## config.mk

```make
export PLATFORM = sky130hd
export DESIGN_NAME = instr_dispatcher
export DESIGN_NICKNAME = d
export VERILOG_FILES = /design/src/rtl/instr_dispatcher.sv
export SDC_FILE = /design/constraint.sdc
export NUM_CORES = 1
export LEC_CHECK = 0
export CAP_MARGIN = 15
export CORE_MARGIN = 3
export CORE_UTILIZATION = 30
export CTS_BUF_LIST = sky130_fd_sc_hd__clkbuf_4 sky130_fd_sc_hd__clkbuf_8 sky130_fd_sc_hd__clkbuf_16
export CTS_CLUSTER_DIAMETER = 100
export DETAILED_ROUTE_END_ITERATION = 10
export GPL_TIMING_DRIVEN = 0
export HOLD_SLACK_MARGIN = 0.1
export PLACE_DENSITY = 0.62
export SETUP_SLACK_MARGIN = 0.02
export SLEW_MARGIN = 20
export SYNTH_ARGS = -nofsm -noshare
export SYNTH_HDL_FRONTEND = slang
export SYNTH_SLANG_ARGS = --single-unit
```

## constraint.sdc

```tcl
create_clock -name clk -period 2.1 [get_ports clk]
set_input_delay 0.42 -clock clk [delete_from_list [all_inputs] [get_ports clk]]
set_output_delay 0.42 -clock clk [all_outputs]
set_load 0.005 [all_outputs]
```

## src/rtl/instr_dispatcher.sv

```systemverilog
// Read-side sequencer for the instruction buffer: walks slots from 0 and hands each
// non-zero word to the execution unit until a zero terminator or the last slot.
module instr_dispatcher #(
  parameter int Instr_word_size = 32,
  parameter int bs              = 16,
  localparam int IW             = $clog2(bs)
) (
  input  logic                       clk,
  input  logic                       rst,
  input  logic                       start,
  output logic [IW-1:0]              rd_index,
  input  logic [Instr_word_size-1:0] rd_data,
  output logic [Instr_word_size-1:0] instr_out,
  output logic                       instr_valid,
  input  logic                       instr_ready,
  output logic                       instr_last,
  output logic                       busy,
  output logic                       done,
  output logic [IW:0]                issued_count,
  output logic [2:0]                 dbg_state_o
);

  // Handshake: instr_out/instr_last are held while instr_valid is high; a word moves
  // on any rising edge with instr_valid & instr_ready, and instr_valid never drops
  // before that edge. instr_ready is ignored outside PRESENT.
  typedef enum logic [2:0] {
    S_IDLE    = 3'd0,
    S_ADDR    = 3'd1,
    S_READ    = 3'd2,
    S_PRESENT = 3'd3,
    S_FINISH  = 3'd4
  } state_t;

  localparam logic [IW-1:0] LastIdx = IW'(bs - 1);

  state_t                       state_q;
  logic [IW-1:0]                idx_q;
  logic [Instr_word_size-1:0]   instr_q;
  logic                         valid_q;
  logic                         last_q;
  logic                         busy_q;
  logic                         done_q;
  logic [IW:0]                  cnt_q;

  always_ff @(posedge clk or posedge rst) begin
    if (rst) begin
      state_q <= S_IDLE;
      idx_q   <= '0;
      instr_q <= '0;
      valid_q <= 1'b0;
      last_q  <= 1'b0;
      busy_q  <= 1'b0;
      done_q  <= 1'b0;
      cnt_q   <= '0;
    end else begin
      done_q <= 1'b0;
      case (state_q)
        S_IDLE: begin
          if (start) begin
            idx_q   <= '0;
            cnt_q   <= '0;
            busy_q  <= 1'b1;
            state_q <= S_ADDR;
          end
        end
        S_ADDR: begin
          state_q <= S_READ;
        end
        S_READ: begin
          if (rd_data == '0) begin
            busy_q  <= 1'b0;
            done_q  <= 1'b1;
            state_q <= S_FINISH;
          end else begin
            instr_q <= rd_data;
            valid_q <= 1'b1;
            last_q  <= (idx_q == LastIdx);
            state_q <= S_PRESENT;
          end
        end
        S_PRESENT: begin
          if (instr_ready) begin
            cnt_q   <= cnt_q + 1'b1;
            valid_q <= 1'b0;
            last_q  <= 1'b0;
            // Last slot exits directly so the index never wraps back to 0.
            if (idx_q == LastIdx) begin
              busy_q  <= 1'b0;
              done_q  <= 1'b1;
              state_q <= S_FINISH;
            end else begin
              idx_q   <= idx_q + 1'b1;
              state_q <= S_ADDR;
            end
          end
        end
        S_FINISH: begin
          if (!start) state_q <= S_IDLE;
        end
        default: begin
          busy_q  <= 1'b0;
          valid_q <= 1'b0;
          state_q <= S_IDLE;
        end
      endcase
    end
  end

  assign rd_index     = idx_q;
  assign instr_out    = instr_q;
  assign instr_valid  = valid_q;
  assign instr_last   = last_q;
  assign busy         = busy_q;
  assign done         = done_q;
  assign issued_count = cnt_q;
  assign dbg_state_o  = state_q;

endmodule

```

==> run summary, run 1 <==
vias in the first global route: 1728
count of synthesis-stage warnings from yosys: 0
net count of the mapped netlist: 208
cell row count: 30
endpoint of the worst register-to-register path: rd_index[3]
highest achievable clock rate: 489 MHz
layout cells sized above 1: 0.225
combined area of the multi-input logic cells: 977 um2
vias after detailed routing: 1710
Mapped Avg Cell Area: 13.1 um2
detail-routed net length per standard cell: 15.3 um
unrepaired setup endpoints after global routing: false
Hold Crit Start: rd_data[3]
number of fillers in the final layout: 636
leakage power total: 1.58 nW
cell type with the highest aggregate area in the netlist: sky130_fd_sc_hd__dfrtp_1
final-report max-slew violation count: 0
CTS Root Cell: sky130_fd_sc_hd__clkbuf_8
Endpoint, Worst Hold: instr_out[3]
Antenna diodes: 0
setup-violating endpoint count in the final report: 0
depth of the CTS H-tree: 2
max capacitance violation total: 0
depth of the worst register-to-register path: 4
register-to-register setup slack: 280 ps
detailed placer's ending HPWL: 4.01 mm
Num CTS Buffers: 5
critical path data required time: 2290 ps
compound-gate portion of the synthesized area: 0.0517
share of synthesized registers carrying an async set or reset: 1.00
Post-Synth Adder-Cell Area: 0.0112
Mapped Cells: 170
largest stage delay on the critical path: 440 ps
final count of hold timing violations: 0
post-synthesis cell type count: 32
crit path capture type: flip-flop
number of port buffers: 82
Placed Cells: 349
slew at the pin closest to its max-slew limit: 644 ps
number of antenna violations at the first check in global routing: 0
leftover overflow at the end of global routing: 0
Final nets: 304
Place WS: -419 ps
maximum number of pins on one net before global-route repair: 29
Max clock buf depth: 2
Cell Count, Final, Fillers Out: 363
first-pass iteration count of the detailed router: 4
antenna violation net count after detailed routing: 0
main combinational cell family by area after synthesis: multiplexers
count of cells along the worst hold path: 2
horizontal die dimension: 92.1 um
highest fanout seen on the critical path: 7
post-synthesis cell area: 2230 um2
Storage cell area: 1200 um2
Clock Sink Count: 48
Global Route Usage Sum: 0.132
flops & latches, synth: 48
drt first-iter violations: 47
wire length reported by the detailed router: 5.57 mm
die height: 92.1 um
part of the Yosys area used for sequential elements: 0.540
utilization after layout: 0.499
IR Drop Worst-Case VDD: 573 uV
final critical path time including I/O delays and setup: 2050 ps
area fraction in and, or, nand and nor cells after synthesis: 0.129
xor and xnor fraction of the mapped netlist area: 0.0118
setup tns final: 0 ps
placeable core area: 6980 um2
fraction of post-synthesis cell area in the top cell type by area: 0.540
worst slew margin relative to its limit: 0.569
first-pass GRT wire length: 8.94 mm
final worst setup slack: 54.9 ps
power density normalized to cell area: 1400 nW/um2
CP Class: input pin to flip-flop
Die ar.: 8490 um2
part of the cycle the worst path needs: 0.974
Startpoint Class: input pin
leading cell type by number of instances after synthesis: sky130_fd_sc_hd__dfrtp_1
effective utilization at floorplan: 0.319
number of top-level pins: 84
cell types with the largest area share after synthesis: sky130_fd_sc_hd__dfrtp_1, sky130_fd_sc_hd__mux2_4, sky130_fd_sc_hd__nand2_1
leading cell types by count after synthesis: sky130_fd_sc_hd__dfrtp_1, sky130_fd_sc_hd__mux2_4, sky130_fd_sc_hd__nand2_1, sky130_fd_sc_hd__nor4_1
final estimated routing congestion in global placement: 0.720
signed area change from the synthesized netlist to the final layout: 56.7%
path category of the worst min-delay check: input pin to flip-flop
clock tree from TritonCTS: built
number of flops mapped to enable cells by yosys: 0
run status: finished clean
post-DR vias/cell: 4.71
DRC violations left: 0
arrival time worst endpoint: 2230 ps
library cell contributing the largest single delay on the critical path: sky130_fd_sc_hd__clkdlybuf4s50_1
clock transition at the register clock pins on the worst setup and hold paths after CTS: 90 ps
fraction of synthesized area in multiplexers: 0.215
clk_skew: 4.79 ps
reg-to-reg startpoint: dbg_state_o[2]
worst path cell trace: clkdlybuf4s50_1 > nor4_1 > nand4_1 > o21bai_1 > buf_6 > clkbuf_16 > mux2_4
source-to-sink clock delay at the later pin of the worst-skew pair: 300 ps
prevailing post-synth register cell: sky130_fd_sc_hd__dfrtp_1
==> power by group <==
| part | internal [mW] | switching (mW) |
|---|---|---|
| clock network | 0.420 | 0.307 |
| logic | 1.73 | 0.820 |
| registers | 1.34 | 0.283 |
==> state kept, by name, indices dropped and copies added, names as in the netlist <==
| register | flops |
|---|---|
| instr_out | 32 |
| issued_count | 5 |
| rd_index | 4 |
| dbg_state_o | 3 |
| done | 1 |
| busy | 1 |
| instr_valid | 1 |
| instr_last | 1 |
==> layout by cell type (no fill, tap or decap), types with 2 or more instances in the layout <==
cell / instances
sky130_fd_sc_hd__mux2i_1: 2
sky130_fd_sc_hd__nand3_1: 7
sky130_fd_sc_hd__a21oi_1: 4
sky130_fd_sc_hd__mux2_4: 26
sky130_fd_sc_hd__xor2_1: 3
sky130_fd_sc_hd__buf_4: 2
sky130_fd_sc_hd__dlymetal6s2s_1: 9
sky130_fd_sc_hd__nor4_2: 5
sky130_fd_sc_hd__buf_12: 6
sky130_fd_sc_hd__clkbuf_8: 7
sky130_fd_sc_hd__dfrtp_1: 48
sky130_fd_sc_hd__nand4_1: 5
sky130_fd_sc_hd__clkbuf_16: 2
sky130_fd_sc_hd__nor4_1: 2
sky130_fd_sc_hd__mux2_2: 6
sky130_fd_sc_hd__clkbuf_1: 4
sky130_fd_sc_hd__ha_1: 2
sky130_fd_sc_hd__o21ai_0: 5
sky130_fd_sc_hd__nor2_1: 7
sky130_fd_sc_hd__nand2_1: 20
sky130_fd_sc_hd__clkdlybuf4s50_1: 73
sky130_fd_sc_hd__nor3_1: 3
==> worst max-delay path, delay by kind of cell <==
| kind | cells | cell delay, ps |
|---|---|---|
| buf+inv | 3 | 810 |
| simple gates | 2 | 490 |
| mux | 1 | 290 |
| compound gates | 1 | 220 |
==> cell families after synthesis <==
family / count (synthesis)
simple gates: 56
fa+ha+maj: 2
xor+xnor: 3
flops: 48
mux: 34
compound gates: 17
buf+inv: 10
==> area by class of cell <==
cell class / instances / area share
Clock buffer: 7 / 0.0276
Multi-Input combinational cell: 112 / 0.280
Timing Repair Buffer: 89 / 0.278
Inverter: 2 / 0.00215
Buffer: 8 / 0.0248
Clock inverter: 1 / 0.00861
Sequential cell: 48 / 0.344
Tap cell: 96 / 0.0344
==> per-stage QoR <==
| stage | area, um2 | hold slack (ps) | total power [mW] |
|---|---|---|---|
| 2_1_floorplan | 2230 | 490 | 2.89 |
| 3_3_place_gp | 3170 | 487 | 3.98 |
| 3_5_place_dp | 3190 | 491 | 4.01 |
| 4_1_cts | 3370 | 463 | 4.82 |
| 5_1_grt | 3490 | 413 | 5.20 |
| 6_report | 3490 | 423 | 4.90 |
==> metal layers <==
metal / vias up / wire length [um] / GRT usage / share of wire
met3: 5 / 322 / 0.0369 / 0.058
li1: 806 / - / - / -
met1: 836 / 2560 / 0.178 / 0.46
met2: 63 / 2640 / 0.210 / 0.47
met5: - / 0 / 0 / 0
met4: 0 / 43 / 0.0334 / 0.0077
==> timing repair <==
item | in CTS | in global routing
hold endpoints to repair | 0 | 0
buffers inserted | 2 | 2
hold buffers | 0 | 0
resized for setup | 4 | 12
cloned | 0 | 2
pin swaps | 1 | 7
setup endpoints to repair | 26 | 31
==> how the worst max path moves through the flow <==
stage / start / endpoint / slack [ps] / depth (start not counted)
finish: rd_data[29] / instr_out[9] / 50 / 7
global route: rd_data[8] / instr_out[9] / 20 / 7
CTS: rd_data[10] / instr_out[11] / 30 / 7
detailed placement: rd_data[10] / instr_out[11] / -420 / 7
global placement: rst / rd_index[0] / -530 / 2
floorplan: rd_data[23] / instr_out[10] / 370 / 6
Power figures use the tool's default switching activity.
==> run 2, diff against run 1 <==
--- a/config.mk
+++ b/config.mk
@@ -8,7 +8,7 @@
 export CAP_MARGIN = 15
 export CORE_MARGIN = 3
 export CORE_UTILIZATION = 30
-export CTS_BUF_LIST = sky130_fd_sc_hd__clkbuf_4 sky130_fd_sc_hd__clkbuf_8 sky130_fd_sc_hd__clkbuf_16
+export CTS_BUF_LIST = sky130_fd_sc_hd__clkbuf_16
 export CTS_CLUSTER_DIAMETER = 100
 export DETAILED_ROUTE_END_ITERATION = 10
 export GPL_TIMING_DRIVEN = 0
==> run summary, run 2 (same netlist as run 1, synthesis figures left out) <==
run status: finished clean (unchanged)
maximum number of pins on one net before global-route repair: 29 (unchanged)
highest fanout seen on the critical path: 5 (was 7)
library cell contributing the largest single delay on the critical path: sky130_fd_sc_hd__clkdlybuf4s50_1 (unchanged)
leftover overflow at the end of global routing: 0 (unchanged)
DRC violations left: 0 (unchanged)
path category of the worst min-delay check: input pin to flip-flop (unchanged)
number of fillers in the final layout: 638 (was 636)
Non-Filler Cell Area, Final: 3560 um2 (was 3490 um2)
Power Total: 5.11 mW (was 4.90 mW)
number of antenna violations at the first check in global routing: 0 (unchanged)
setup-violating endpoint count in the final report: 0 (unchanged)
placeable core area: 6980 um2 (unchanged)
slew at the pin closest to its max-slew limit: 678 ps (was 644 ps)
commonest cells after routing, fill and taps aside: sky130_fd_sc_hd__clkdlybuf4s50_1, sky130_fd_sc_hd__dfrtp_1, sky130_fd_sc_hd__mux2_4 (unchanged)
Clock Sink Count: 48 (unchanged)
final count of hold timing violations: 0 (unchanged)
unrepaired setup endpoints after global routing: false (unchanged)
clock tree from TritonCTS: built (unchanged)
arrival time worst endpoint: 2210 ps (was 2230 ps)
signed area change from the synthesized netlist to the final layout: 60.0% (was 56.7%)
first-pass GRT wire length: 9.13 mm (was 8.94 mm)
part of the cycle the worst path needs: 0.970 (was 0.974)
post-DR vias/cell: 4.68 (was 4.71)
final estimated routing congestion in global placement: 0.720 (unchanged)
horizontal die dimension: 92.1 um (unchanged)
depth of the CTS H-tree: 2 (unchanged)
instance area after placement: 3190 um2 (unchanged)
Placed Cells: 349 (unchanged)
vias in the first global route: 1738 (was 1728)
wire length reported by the detailed router: 5.68 mm (was 5.57 mm)
drt first-iter violations: 35 (was 47)
final-report max-slew violation count: 0 (unchanged)
crit path capture type: flip-flop (unchanged)
worst slew margin relative to its limit: 0.547 (was 0.569)
largest stage delay on the critical path: 430 ps (was 440 ps)
vias after detailed routing: 1723 (was 1710)
Cell Count, Final, Fillers Out: 368 (was 363)
leakage power total: 1.64 nW (was 1.58 nW)
IR Drop Worst-Case VDD: 645 uV (was 573 uV)
Final nets: 309 (was 304)
Worst Path Buf+Inv: 3 (unchanged)
Antenna diodes: 0 (unchanged)
final critical path time including I/O delays and setup: 2040 ps (was 2050 ps)
layout cells sized above 1: 0.239 (was 0.225)
antenna violation net count after detailed routing: 0 (unchanged)
cell row count: 30 (unchanged)
CTS Root Cell: sky130_fd_sc_hd__clkbuf_16 (was sky130_fd_sc_hd__clkbuf_8)
most common library cell in the layout ignoring fill and taps: sky130_fd_sc_hd__clkdlybuf4s50_1 (unchanged)
CTS Hold Bufs: 0 (unchanged)
Worst path top cell family by delay: buffers and inverters (unchanged)
flip-flop count of the largest register after layout: 32 (unchanged)
Max clock buf depth: 2 (unchanged)
first-pass iteration count of the detailed router: 4 (unchanged)
effective utilization at floorplan: 0.319 (unchanged)
worst path cell trace: clkdlybuf4s50_1 > nor4_1 > nand4_1 > o21bai_1 > buf_6 > bufbuf_16 > mux2_4 (was clkdlybuf4s50_1 > nor4_1 > nand4_1 > o21bai_1 > buf_6 > clkbuf_16 > mux2_4)
number of port buffers: 82 (unchanged)
number of top-level pins: 84 (unchanged)
detailed placer's ending HPWL: 4.01 mm (unchanged)
Startpoint Class: input pin (unchanged)
clock transition at the register clock pins on the worst setup and hold paths after CTS: 60 ps (was 90 ps)
CP Class: input pin to flip-flop (unchanged)
power density normalized to cell area: 1440 nW/um2 (was 1400 nW/um2)
Num CTS Buffers: 5 (unchanged)
Global Route Usage Sum: 0.137 (was 0.132)
highest achievable clock rate: 491 MHz (was 489 MHz)
Die ar.: 8490 um2 (unchanged)
source-to-sink clock delay at the later pin of the worst-skew pair: 280 ps (was 300 ps)
detail-routed net length per standard cell: 15.4 um (was 15.3 um)
die height: 92.1 um (unchanged)
clk_skew: 4.97 ps (was 4.79 ps)
max capacitance violation total: 0 (unchanged)
critical path data required time: 2270 ps (was 2290 ps)
## run 2: changes by cell type in the layout (fill, tap and decap cells not counted), sizes merged
cell and delta:
clkinv +2, buf +6, bufbuf +1, clkdlybuf4s50 -11
dlygate4sd2 +11, clkbuf -4
## run 2: final timing paths
check	from	end	slack (ps)	cells after the start
worst max-delay path	rd_data[0]	instr_out[19]	60	7
worst min-delay path	rd_data[21]	instr_out[21]	430	2
worst max register to register	dbg_state_o[2]	rd_index[3]	250	4
worst min register to register	instr_out[23]	instr_out[23]	500	1
max in group asynchronous	rst	instr_last	1100	3
min in group asynchronous	rst	instr_out[3]	470	2
## run 2: cell type report
class,count,area (um2),area share
multi-input combinational,112,988,0.278
sequential,48,1200,0.337
clock inverter,3,37.5,0.0105
inverter,2,7.51,0.00211
tap,96,120,0.0337
clock buffer,5,125,0.0351
buffer,8,86.3,0.0242
timing repair buffer,94,995,0.279
## run 2: timing repair
| item | 4_1_cts | 5_1_grt |
|---|---|---|
| resized for setup | 18 | 11 |
| gates cloned | 1 | 0 |
| endpoints found under the setup margin | 32 | 32 |
| setup buffers | 8 | 2 |
| pin swaps | 8 | 7 |
## run 2: report_power, final
part | internal (mW) | switching (mW)
combinational | 1.77 | 0.827
sequential | 1.34 | 0.282
clock | 0.554 | 0.334
## run 2: metrics by stage
stage | TNS, ps | hold WS [ps] | setup slack (ps) | utilization
detailed placement | -13300 | 491 | -419 | 0.456
floorplan | 0 | 490 | 368 | -
finish | 0 | 434 | 62.9 | 0.510
global placement | -39130 | 487 | -525 | 0.454
CTS | 0 | 485 | 20.1 | 0.503
global route | 0 | 429 | 3.57 | 0.510
## run 2: worst register-to-register path, cell delays in order (launching register included)
cell	delay, ps
sky130_fd_sc_hd__dfrtp_1	400
sky130_fd_sc_hd__clkbuf_1	220
sky130_fd_sc_hd__nor4b_2	680
sky130_fd_sc_hd__a21oi_1	180
sky130_fd_sc_hd__a22o_1	270
## run 2: metal layers
metal  part of all wire  vias to the layer above  GRT usage  wire (um)
met2               0.48                       58      0.218       2730
met1               0.45                      839      0.180       2580
met4             0.0090                        0     0.0334         51
met5                  0                        -          0          0
met3              0.057                        6     0.0468        323
li1                   -                      820          -          -
==> run 3, diff against run 2 <==
--- a/config.mk
+++ b/config.mk
@@ -7,13 +7,13 @@
 export LEC_CHECK = 0
 export CAP_MARGIN = 15
 export CORE_MARGIN = 3
-export CORE_UTILIZATION = 30
+export CORE_UTILIZATION = 44
 export CTS_BUF_LIST = sky130_fd_sc_hd__clkbuf_16
 export CTS_CLUSTER_DIAMETER = 100
 export DETAILED_ROUTE_END_ITERATION = 10
 export GPL_TIMING_DRIVEN = 0
 export HOLD_SLACK_MARGIN = 0.1
-export PLACE_DENSITY = 0.62
+export PLACE_DENSITY = 0.84
 export SETUP_SLACK_MARGIN = 0.02
 export SLEW_MARGIN = 20
 export SYNTH_ARGS = -nofsm -noshare
==> run summary, run 3 (same netlist as run 1, synthesis figures left out) <==
final count of hold timing violations: 0 (unchanged)
part of the total power dissipated in the clock network: 0.152 (was 0.174)
leakage power total: 1.63 nW (was 1.64 nW)
final critical path time including I/O delays and setup: 2020 ps (was 2040 ps)
maximum number of pins on one net before global-route repair: 29 (unchanged)
post-DR vias/cell: 5.28 (was 4.68)
setup-violating endpoint count in the final report: 0 (unchanged)
number of fillers in the final layout: 343 (was 638)
flip-flop count of the largest register after layout: 32 (unchanged)
setup tns final: 0 ps (unchanged)
DRC violations left: 0 (unchanged)
Die ar.: 5950 um2 (was 8490 um2)
fraction of power consumed by sequential logic: 0.331 (was 0.318)
critical path data required time: 2260 ps (was 2270 ps)
fraction of power spent switching nets: 0.299 (was 0.282)
IR Drop Worst-Case VDD: 740 uV (was 645 uV)
Antenna diodes: 0 (unchanged)
Place WS: -391 ps (was -419 ps)
final estimated routing congestion in global placement: 0.821 (was 0.720)
clock transition at the register clock pins on the worst setup and hold paths after CTS: 60 ps (about the same)
Placed Cells: 320 (was 349)
Final nets: 305 (was 309)
number of antenna violations at the first check in global routing: 0 (unchanged)
path category of the worst min-delay check: input pin to flip-flop (unchanged)
depth of the CTS H-tree: 2 (unchanged)
drt first-iter violations: 54 (was 35)
Clock Sink Count: 48 (unchanged)
worst slew margin relative to its limit: 0.552 (was 0.547)
library cell contributing the largest single delay on the critical path: sky130_fd_sc_hd__clkdlybuf4s50_1 (unchanged)
Max clock buf depth: 2 (unchanged)
Non-Filler Cell Area, Final: 3480 um2 (was 3560 um2)
horizontal die dimension: 77.1 um (was 92.1 um)
wire length reported by the detailed router: 5.88 mm (was 5.68 mm)
max capacitance violation total: 0 (unchanged)
first-pass iteration count of the detailed router: 4 (unchanged)
clk_skew: 4.64 ps (was 4.97 ps)
final-report max-slew violation count: 0 (unchanged)
vias after detailed routing: 1769 (was 1723)
CTS Hold Bufs: 0 (unchanged)
source-to-sink clock delay at the later pin of the worst-skew pair: 280 ps (about the same)
layout cells sized above 1: 0.228 (was 0.239)
slew at the pin closest to its max-slew limit: 671 ps (was 678 ps)
crit path capture type: flip-flop (unchanged)
P_sw: 1.48 mW (was 1.44 mW)
highest achievable clock rate: 495 MHz (was 491 MHz)
arrival time worst endpoint: 2180 ps (was 2210 ps)
internal portion of total power: 3.48 mW (was 3.67 mW)
detail-routed net length per standard cell: 17.5 um (was 15.4 um)
highest fanout seen on the critical path: 8 (was 5)
power density normalized to cell area: 1430 nW/um2 (was 1440 nW/um2)
effective utilization at floorplan: 0.462 (was 0.319)
first-pass GRT wire length: 9.08 mm (was 9.13 mm)
signed area change from the synthesized netlist to the final layout: 56.2% (was 60.0%)
clock tree from TritonCTS: built (unchanged)
most common library cell in the layout ignoring fill and taps: sky130_fd_sc_hd__clkdlybuf4s50_1 (unchanged)
leftover overflow at the end of global routing: 0 (unchanged)
instance area after placement: 3150 um2 (was 3190 um2)
cell row count: 25 (was 30)
part of the cycle the worst path needs: 0.962 (was 0.970)
number of port buffers: 82 (unchanged)
CTS Root Cell: sky130_fd_sc_hd__clkbuf_16 (unchanged)
Startpoint Class: input pin (unchanged)
run status: finished clean (unchanged)
Cell Count, Final, Fillers Out: 335 (was 368)
antenna violation net count after detailed routing: 0 (unchanged)
largest stage delay on the critical path: 450 ps (was 430 ps)
Global Route Usage Sum: 0.195 (was 0.137)
number of top-level pins: 84 (unchanged)
Num CTS Buffers: 5 (unchanged)
vias in the first global route: 1718 (was 1738)
placeable core area: 4820 um2 (was 6980 um2)
detailed placer's ending HPWL: 3.94 mm (was 4.01 mm)
combinational share of power: 0.517 (was 0.508)
final worst setup slack: 79.6 ps (was 62.9 ps)
die height: 77.1 um (was 92.1 um)
commonest cells after routing, fill and taps aside: sky130_fd_sc_hd__clkdlybuf4s50_1, sky130_fd_sc_hd__dfrtp_1, sky130_fd_sc_hd__mux2_4 (unchanged)
CP Class: input pin to flip-flop (unchanged)
worst path cell trace: clkdlybuf4s50_1 > nor4_2 > nand4_1 > o21bai_1 > buf_6 > buf_12 > mux2_4 (was clkdlybuf4s50_1 > nor4_1 > nand4_1 > o21bai_1 > buf_6 > bufbuf_16 > mux2_4)
## run 3: changes by cell type in the layout (fill, tap and decap cells not counted), sizes merged, moves of 2 or more
cell           previous run  this run
buf                      15        10
clkbuf                    9        11
clkdlybuf4s50            62        68
dlygate4sd2              11         0
dlymetal6s2s              9        14
## run 3: cell type report
class                   instances  area, um2  share of cell area
clock inverters                 3       13.8             0.00396
well taps                      67       83.8              0.0241
clock buffers                   5        125              0.0360
repair buffers                 90        976               0.281
multi-input cells             112        983               0.283
plain buffers                   8       86.3              0.0248
inverters                       2       7.51             0.00216
flip-flops and latches         48       1200               0.345
## run 3: worst max-delay path: cells and delay by family
kind / cells / cell delay (ps)
compound gates: 1 / 190
simple gates: 2 / 460
buf+inv: 3 / 800
mux: 1 / 300
## run 3: final timing paths
path	from	endpoint	slack [ps]	cells past startpoint
hold / removal	rd_data[4]	instr_out[4]	430	2
max in group asynchronous	rst	issued_count[0]	1150	3
min in group asynchronous	rst	instr_out[11]	460	2
setup reg to reg	dbg_state_o[2]	rd_index[3]	240	4
hold reg to reg	instr_out[26]	instr_out[26]	500	1
setup / recovery	rd_data[15]	instr_out[27]	80	7
## run 3: routing by layer
metal / GRT usage / share of wire / up-vias
met5: 0 / 0 / -
met1: 0.260 / 0.41 / 876
met3: 0.0305 / 0.048 / 9
li1: - / - / 816
met2: 0.333 / 0.53 / 68
met4: 0.0427 / 0.012 / 0
## run 3: repair_timing
action | in CTS | in global routing
buffers inserted | 2 | 3
resized for setup | 6 | 16
pin swaps | 2 | 9
cloned | 0 | 2
setup endpoints to repair | 29 | 33
## run 3: power groups by stage
stage	clock network [mW]	logic [mW]	registers, mW
after floorplan	0	1.25	1.64
after global placement	0	2.32	1.62
after detailed placement	0	2.38	1.64
after CTS	0.767	2.46	1.63
after global routing	0.807	2.73	1.70
final	0.756	2.57	1.64
## run 3: metrics by stage
stage                     utilization  power [mW]  hold WS, ps
after floorplan                     -        2.89          490
after global placement          0.650        3.94          488
after detailed placement        0.654        4.02          493
after CTS                       0.696        4.86          477
after global routing            0.722        5.24          441
final                           0.722        4.96          433
